## src/rtl/pipereg_skid_pkg.sv

```systemverilog
// Shared defines for the two-entry skid pipeline register: state encodings and
// per-stage payload widths so each instantiation picks DATA_WIDTH by name.
package pipereg_skid_pkg;

  typedef enum logic [1:0] {
    SKID_EMPTY = 2'd0,
    SKID_BUSY  = 2'd1,
    SKID_FULL  = 2'd2
  } skid_state_e;

  localparam int RENAME_DISPATCH_DATA_W = 64;
  localparam int ISSUE_EXU_DATA_W       = 96;
  localparam int SKID_DEFAULT_DATA_W    = RENAME_DISPATCH_DATA_W;

endpackage

```

## src/rtl/pipereg_skid.sv

```systemverilog
// Two-entry skid register: 1-cycle latency, 1 transfer/cycle when downstream is ready.
// instr_ready is decoded from the state register only; the skid entry absorbs its one-cycle lag.
module pipereg_skid
  import pipereg_skid_pkg::*;
#(
  parameter int DATA_WIDTH = SKID_DEFAULT_DATA_W
) (
  input  logic                  clock,
  input  logic                  reset_n,
  input  logic                  instr_valid,
  output logic                  instr_ready,
  input  logic [DATA_WIDTH-1:0] data,
  input  logic                  redirect_flush,
  output logic                  lower_instr_valid,
  input  logic                  lower_instr_ready,
  output logic [DATA_WIDTH-1:0] lower_data
);

  skid_state_e           state_q, state_nxt;
  logic [DATA_WIDTH-1:0] main_q, skid_q;
  logic                  in_fire, lower_fire;
  logic                  main_ld, main_from_skid, skid_ld, clr;

  assign lower_instr_valid = (state_q != SKID_EMPTY);
  assign instr_ready       = (state_q != SKID_FULL);
  assign lower_data        = main_q;

  assign in_fire    = instr_valid & instr_ready;
  assign lower_fire = lower_instr_valid & lower_instr_ready;

  always_ff @(posedge clock or negedge reset_n) begin
    if (!reset_n) begin
      state_q <= SKID_EMPTY;
    end else begin
      state_q <= state_nxt;
    end
  end

  always_comb begin
    state_nxt      = state_q;
    main_ld        = 1'b0;
    main_from_skid = 1'b0;
    skid_ld        = 1'b0;
    clr            = 1'b0;
    if (redirect_flush) begin
      // Flush discards any same-cycle transfer on either side.
      state_nxt = SKID_EMPTY;
      clr       = 1'b1;
    end else begin
      case (state_q)
        SKID_EMPTY: begin
          if (in_fire) begin
            main_ld   = 1'b1;
            state_nxt = SKID_BUSY;
          end
        end
        SKID_BUSY: begin
          if (in_fire && lower_fire) begin
            main_ld = 1'b1;
          end else if (in_fire) begin
            skid_ld   = 1'b1;
            state_nxt = SKID_FULL;
          end else if (lower_fire) begin
            state_nxt = SKID_EMPTY;
          end
        end
        SKID_FULL: begin
          if (lower_fire) begin
            main_ld        = 1'b1;
            main_from_skid = 1'b1;
            state_nxt      = SKID_BUSY;
          end
        end
        default: begin
          state_nxt = SKID_EMPTY;
        end
      endcase
    end
  end

  // Payload is left stale when an entry leaves; only state qualifies it downstream.
  always_ff @(posedge clock or negedge reset_n) begin
    if (!reset_n) begin
      main_q <= '0;
      skid_q <= '0;
    end else if (clr) begin
      main_q <= '0;
      skid_q <= '0;
    end else begin
      if (main_ld) begin
        main_q <= main_from_skid ? skid_q : data;
      end
      if (skid_ld) begin
        skid_q <= data;
      end
    end
  end

endmodule

```

## config.mk

```make
export PLATFORM = sky130hd
export DESIGN_NAME = pipereg_skid
export DESIGN_NICKNAME = d
export VERILOG_FILES = /design/src/rtl/pipereg_skid_pkg.sv /design/src/rtl/pipereg_skid.sv
export SDC_FILE = /design/constraint.sdc
export NUM_CORES = 1
export LEC_CHECK = 0
export BUFFER_PORTS_ARGS = -buffer_cell sky130_fd_sc_hd__buf_2
export CORE_MARGIN = 2
export CORE_UTILIZATION = 57
export CTS_CLUSTER_SIZE = 25
export DETAILED_ROUTE_END_ITERATION = 12
export GPL_ROUTABILITY_DRIVEN = 0
export PLACE_DENSITY_LB_ADDON = 0.3
export SYNTH_ARGS = -nofsm -noshare
export SYNTH_HDL_FRONTEND = slang
export SYNTH_SLANG_ARGS = --single-unit
export TNS_END_PERCENT = 30
```

## constraint.sdc

```tcl
create_clock -name clock -period 2.8 [get_ports clock]
set_input_delay 0.56 -clock clock [delete_from_list [all_inputs] [get_ports clock]]
set_output_delay 0.56 -clock clock [all_outputs]
set_load 0.005 [all_outputs]
```

**Word level (Yosys, flattened, before mapping)**

Index checks and enable logic that the tools add are counted.

- Muxes and demuxes: 23
- Bitwise gates (word level): 2
- Equality and inequality tests: 7
- Reductions and logical operators: 6

Operators by type and width:

| kind | number |
|---|---|
| $mux W64 | 5 |
| $mux W2 | 6 |
| $mux W1 | 10 |
| $ne A3 B3 Y1 const B | 3 |
| $pmux W2 S3 | 1 |
| $reduce_bool A2 Y1 | 3 |
| $ne A4 B4 Y1 const B | 1 |
| $reduce_and A4 Y1 | 1 |
| $pmux W1 S3 | 1 |
| $and A1 B1 Y1 | 2 |
| $eq A2 B1 Y1 const B | 1 |
| $eq A2 B2 Y1 const B | 1 |
| $logic_not A2 Y1 | 1 |
| $ne A2 B2 Y1 const B | 1 |
| $logic_and A1 B1 Y1 | 1 |

- Output and inout port bits: 66
- Input bits: 69
- Register bits after elaboration: 130
- Logic and storage cells: 41

**Longest topological paths before layout**

Gate-level depths: netlist (run 1).

- Depth in word-level cells: 8
- Depth in mapped cells: 6
- Depth with buffers taken out: 4

**Least setup slack after synthesis (run 1)**

No wires, ideal clock.

- Path type: input to register
- Start: input port instr_valid
- End: register main_q[16], in the netlist lower_data[16]
- Stages on the path: 5
- Arrival time: 1,451 ps
- Path slack: 1,202 ps
- Setup time: 147 ps
- Path buffers: 2
- Cell sequence: and2b_1 > o2bb2ai_1 > buf_2 > clkbuf_1 > a311oi_1

- Longest elaborated chain between the ends: 6
- Elaborated cells on any way between the ends: 7

Ends and longest elaborated chain:

| what | RTL line | source |
|---|---|---|
| from (decl) | pipereg_skid.sv:10 | `input logic instr_valid,` |
| $and A1 B1 Y1 * | pipereg_skid.sv:28 | `assign in_fire = instr_valid & instr_ready;` |
| $logic_and A1 B1 Y1 | pipereg_skid.sv:58 | `if (in_fire && lower_fire) begin` |
| $mux W1 | pipereg_skid.sv:58 |  |
| $pmux W1 S3 * | pipereg_skid.sv:50 | `case (state_q)` |
| $mux W1 * | pipereg_skid.sv:45 | `if (redirect_flush) begin` |
| $reduce_bool A2 Y1 (no line) * | n/a |  |
| to (signal assigned) | pipereg_skid.sv:91 | `main_q <= main_from_skid ? skid_q : data;` |
| to (decl) | pipereg_skid.sv:20 | `logic [DATA_WIDTH-1:0] main_q, skid_q;` |

Every way passes the cells marked *; elsewhere a longest branch is shown, timed or not.
A chain may end at the register's enable or synchronous reset.

**Worst setup path after layout (run 1)**

- Start: register state_q[1]
- End: register skid_q[51]

- Longest elaborated chain between the ends: 7
- Elaborated cells on any way between the ends: 11

Ends and longest elaborated chain:

| what | RTL line | source |
|---|---|---|
| from (decl) | pipereg_skid.sv:19 | `skid_state_e state_q, state_nxt;` |
| from (signal assigned) | pipereg_skid.sv:35 | `state_q <= state_nxt;` |
| $ne A2 B2 Y1 or $reduce_bool A2 Y1 (tied branches) | pipereg_skid.sv:25, pipereg_skid.sv:24 |  |
| $and A1 B1 Y1 (on tied branches) | pipereg_skid.sv:28, pipereg_skid.sv:29 |  |
| $mux W1 or $logic_and A1 B1 Y1 (tied branches) | pipereg_skid.sv:60, pipereg_skid.sv:58 |  |
| $mux W1 | pipereg_skid.sv:58 |  |
| $mux W1 * | pipereg_skid.sv:50 |  |
| $mux W1 * | pipereg_skid.sv:45 |  |
| $reduce_bool A2 Y1 (no line) * | n/a |  |
| to (signal assigned) | pipereg_skid.sv:94 | `skid_q <= data;` |
| to (decl) | pipereg_skid.sv:20 |  |

Marks and branches as above.

==> results of run 1 <==
==> state kept, by name (all words and copies together), names as in the netlist <==
name,count
lower_data,64
state_q,2
skid_q,64
==> logic make-up after synthesis <==
group	Yosys count	synth area share [%]
compound gates	132	21.1
simple gates	202	14.3
buf+inv	48	4.67
flops	130	59.6
mux	1	0.183
xor+xnor	1	0.160
==> metal layers <==
layer	up-vias	global-route usage, %	wire length [microns]
met5	-	0	0
met4	0	9.44	93
met3	8	6.22	805
met2	186	42.4	6690
met1	2257	36.2	5750
li1	2087	-	-
==> worst reg2reg max path, stage by stage (launching register included) <==
cell,delay (ps)
dfrtp_1,420
and2b_1,290
a21oi_4,1000
buf_4,430
a22o_1,190
==> through the flow <==
step | setup slack, ps | power, mW
3_3_place_gp | 268 | 2.58
4_1_cts | 416 | 5.01
3_5_place_dp | 199 | 2.60
5_1_grt | 202 | 5.15
2_1_floorplan | 1200 | 2.34
6_report | 411 | 4.97
==> cells in the mapped netlist, drive strengths merged <==
library cell	n
nand2	130
inv	1
a211oi	1
mux2i	1
nand2b	1
or2	2
xnor2	1
o2bb2ai	1
and2b	1
nor2b	1
clkbuf	13
a21oi	1
a311oi	64
buf	34
o21a	1
a22o	64
nor2	67
dfrtp	130
==> power by group <==
group          switching, mW  total, mW  leakage, nW  internal [mW]
sequential            0.0639       2.06         1.74           1.99
combinational          0.299      0.511         1.40          0.212
clock                  0.817       2.40        0.311           1.58
==> how the worst max path moves through the flow <==
stage | slack [ps] | startpoint | endpoint | depth (start not counted)
2_1_floorplan | 1200 | instr_valid | lower_data[16] | 5
3_3_place_gp | 270 | instr_valid | skid_q[62] | 5
3_5_place_dp | 200 | instr_valid | skid_q[51] | 5
4_1_cts | 420 | state_q[1] | skid_q[51] | 4
5_1_grt | 200 | state_q[1] | skid_q[51] | 4
6_report | 410 | state_q[1] | skid_q[51] | 4
==> area by class of cell <==
type	count	area [sq um]	share of cell area [%]
diodes	1	2.50	0.0364
clock buffers	19	442	6.43
flip-flops and latches	130	3250	47.3
repair buffers	145	818	11.9
clock inverters	12	205	2.99
well taps	129	161	2.35
inverters	1	3.75	0.0546
multi-input cells	336	1990	28.9
==> metrics.txt, run 1 <==
Worst-path clk slew=60 ps; max_cap viols=0; crit path capture type=flop; post-DR vias/cell=~5.9; Yosys cell types=21; delay-heaviest family, CP=compound AO/OA/AOI/OAI gates; die area=between 10,000 and 15,000 sq um; CTS root buffer=clkbuf_8; Core Region=9280 sq um; Die X=slightly above 100 microns; DRT Wirelength=13,300 microns; Post-Syn Nets=583; Post-CTS Setup Bufs=0; H-tree depth=4; Final Util=between 70% and 80%; Pleak=between 3 and 4 nW; Crit Reg-Reg Endpoint=skid_q[51]; R2R cell count=4; power density cells=723 nW/um^2; worst hold margin=roughly 84 ps; WP buf/inv=1; post-synth top area share=about three fifths; vias in the first global route=4,424; status=finished, final reports clean; Netlist Area Pre-Place=about 5500 sq um; drt pass-1 iters=5; f_max=~0.42 GHz; RSZ-0062 raised after global routing=false; initial core utilization=58.8%; crit path time final=~2400 ps; Slew Limit Headroom=between 10% and 20%; Iter 0 DRT Violations=around 280; sequential-to-total area share from yosys stat=about three fifths; CP Cell Sequence=and2b_1 > a21oi_4 > buf_4 > a22o_1; I/O pin total=135; critical path fanouts, max=46; Layout area overhead=25.8%; nets=700; total grt overflow=0; Final Slew Violations=0; Critical Path Max Stage Delay=1000 ps; Worst Path Arrival=about 2800 ps; number of remaining DRC errors=0; dpl cells=around 740; Longest Clk Path Bufs=2; dpl hpwl=between 8000 and 9000 microns; # rows=35; non-filler cells, final=just under 800; Max VDD drop=between 0.0004 and 0.0005 V; worst r2r src=state_q[1]; Worst-Skew Late Latency=a little over 500 ps; CP Class=flop to flop; first-pass GRT wire length=between 20,000 and 25,000 microns; final cell area excluding filler cells=between 6000 and 7000 sq um; setup TNS=0 ps; Slowest-stage cell, CP=a21oi_4; Synth area leader=dfrtp_1; setup violators final=0; # clock sinks=130; Die H=approximately 100 microns; Port Buf Inserts=approximately 130; post-placement cell area=~6200 sq um; routed via count=approximately 4,500; Mean Syn Cell Area=10.6 sq um; antenna violation net count after detailed routing=0; Worst-Margin Slew=around 1300 ps; top post-synthesis cells by area=dfrtp_1 (60%), a22o_1 (10%), a311oi_1 (10%), nand2_1 (8.9%), nor2_1 (4.5%); Synth Warn #=0; commonest non-fill, non-tap cell in the layout=buf_2; Fillers=roughly 670; Reg2Reg Setup Slack=just over 400 ps; # resized after CTS=0; initial antenna violation count=1; largest net degree at the start of global routing=68; gr usage total=a little over a quarter; #FFs+latches synth=130; period utilization=85.3%; commonest non-fill, non-tap cells in the layout=buf_2 (133), nand2_1 (130), dfrtp_1 (130); cells after synthesis=~510; number of CTS-inserted buffers=17; hold_buf cts=0; share of layout cells above drive strength 1=between 20 and 30%; wire per inst=~17 microns; HP Class=primary input to asynchronous set/reset pin; type of origin of the critical path=flop; final hold vios=0; CTS tree=yes; Final Skew=approximately 11 ps; Worst Path Required=approximately 3200 ps
No activity file was read; power rests on OpenSTA's default activity.
==> run 2: changes to the inputs <==
CORE_UTILIZATION = 48   (was 57)
==> metrics.txt, run 2 (synthesis results as in run 1) <==
status=finished, final reports clean; Worst Path Arrival=between 2000 and 2500 ps; Longest Clk Path Bufs=2; f_max=0.487 GHz; Core Region=approximately 11,000 sq um; DRT Wirelength=between 10,000 and 15,000 microns; setup TNS=0 ps; # resized after CTS=0; drt pass-1 iters=5; Port Buf Inserts=roughly 130; vias in the first global route=approximately 4,600; hold_buf cts=0; # clock sinks=130; die area=about 12,000 sq um; initial antenna violation count=0; Worst Path Required=between 3000 and 4000 ps; post-DR vias/cell=approximately 5.7; Iter 0 DRT Violations=around 350; first-pass GRT wire length=~23,000 microns; nets=between 700 and 800; crit path time final=roughly 2000 ps; setup violators final=0; share of layout cells above drive strength 1=around 29%; gr usage total=a little under a quarter; # rows=38; antenna violation net count after detailed routing=0; Fillers=~900; Worst-Skew Late Latency=around 400 ps; commonest non-fill, non-tap cells in the layout=buf_2 (133), nand2_1 (130), dfrtp_1 (130); final hold vios=0; Post-CTS Setup Bufs=0; Worst-path clk slew=around 50 ps; I/O pin total=roughly 140; CP Class=flop to flop; n_diodes=0; number of remaining DRC errors=0; type of origin of the critical path=flop; crit path capture type=flop; total grt overflow=0; Die H=111 microns; total power=about 4.7 mW; Final Slew Violations=0; number of CTS-inserted buffers=17; max_cap viols=0; Layout area overhead=25.1%; non-filler cells, final=785; critical path fanouts, max=between 40 and 50; dpl cells=753; Worst-Margin Slew=~760 ps; Pleak=~3.4 nW; Final Skew=around 6.5 ps; CP Cell Sequence=nand2b_1 > or2_2 > buf_12 > nand2_1 > a311oi_1; initial core utilization=between 40% and 50%; period utilization=around 73%; RSZ-0062 raised after global routing=false; H-tree depth=4; largest net degree at the start of global routing=65; CTS tree=yes; HP Class=primary input to asynchronous set/reset pin; commonest non-fill, non-tap cell in the layout=buf_2; power density cells=between 600 and 700 nW/um^2; Die X=around 110 microns; Max VDD drop=roughly 0.00036 V; routed via count=between 4,000 and 5,000; Slowest-stage cell, CP=or2_2; dpl hpwl=approximately 8500 microns; Slew Limit Headroom=around half; CTS root buffer=clkbuf_16; Critical Path Max Stage Delay=around 500 ps; wire per inst=about 18 microns
[run 2: critical path: cells and delay by family, from the launching register on]
| kind | cells | cell delay (ps) |
|---|---|---|
| buffers and inverters | 1 | 300 |
| and+or+nand+nor | 3 | 860 |
| AOI/OAI and AO/OA | 1 | 310 |
| DFF | 1 | 430 |
[run 2: final cells by class]
cell class                 instances  area (sq um)  area share [%]
inverter                           1          3.75          0.0549
clock buffer                      19           453            6.63
clock inverter                    13           136            2.00
sequential                       130          3250            47.6
tap                              140           175            2.56
multi-input combinational        336          1990            29.1
timing repair buffer             146           826            12.1
[run 2: worst paths after layout]
| path | start | end | slack, ps | depth (start not counted) |
|---|---|---|---|---|
| worst max-delay path | state_q[0] | lower_data[23] | 750 | 5 |
| worst min-delay path | reset_n | lower_data[12] | 120 | 1 |
| worst min register to register | skid_q[43] | skid_q[43] | 500 | 1 |
| min in group clock | data[38] | skid_q[38] | 390 | 2 |
| max in group asynchronous | reset_n | skid_q[53] | 1990 | 2 |
| worst max register to register | state_q[0] | lower_data[23] | 750 | 5 |
[run 2: report_power, final]
group	internal, mW	leakage, nW	switching [mW]
logic	0.213	1.40	0.304
registers	1.99	1.74	0.0640
clock network	1.35	0.269	0.808
[run 2: per-layer routing]
layer / global-route usage (%) / vias to the layer above / share of wire [%] / routed length (microns)
li1: - / 2086 / - / -
met1: 31.4 / 2253 / 44 / 6190
met2: 38.6 / 163 / 49 / 6930
met3: 5.96 / 8 / 5.6 / 780
met4: 6.58 / 0 / 0.81 / 114
met5: 0 / - / 0 / 0
[run 2: metrics by stage]
| step | setup slack (ps) | utilization (%) | hold WS (ps) | cell area, sq um |
|---|---|---|---|---|
| after floorplan | 1200 | - | 264 | 5460 |
| after global placement | 776 | 56.8 | 487 | 6240 |
| after detailed placement | 676 | 56.8 | 491 | 6240 |
| after CTS | 767 | 62.2 | 122 | 6830 |
| after global routing | 631 | 62.2 | 141 | 6830 |
| final | 748 | 62.2 | 122 | 6830 |
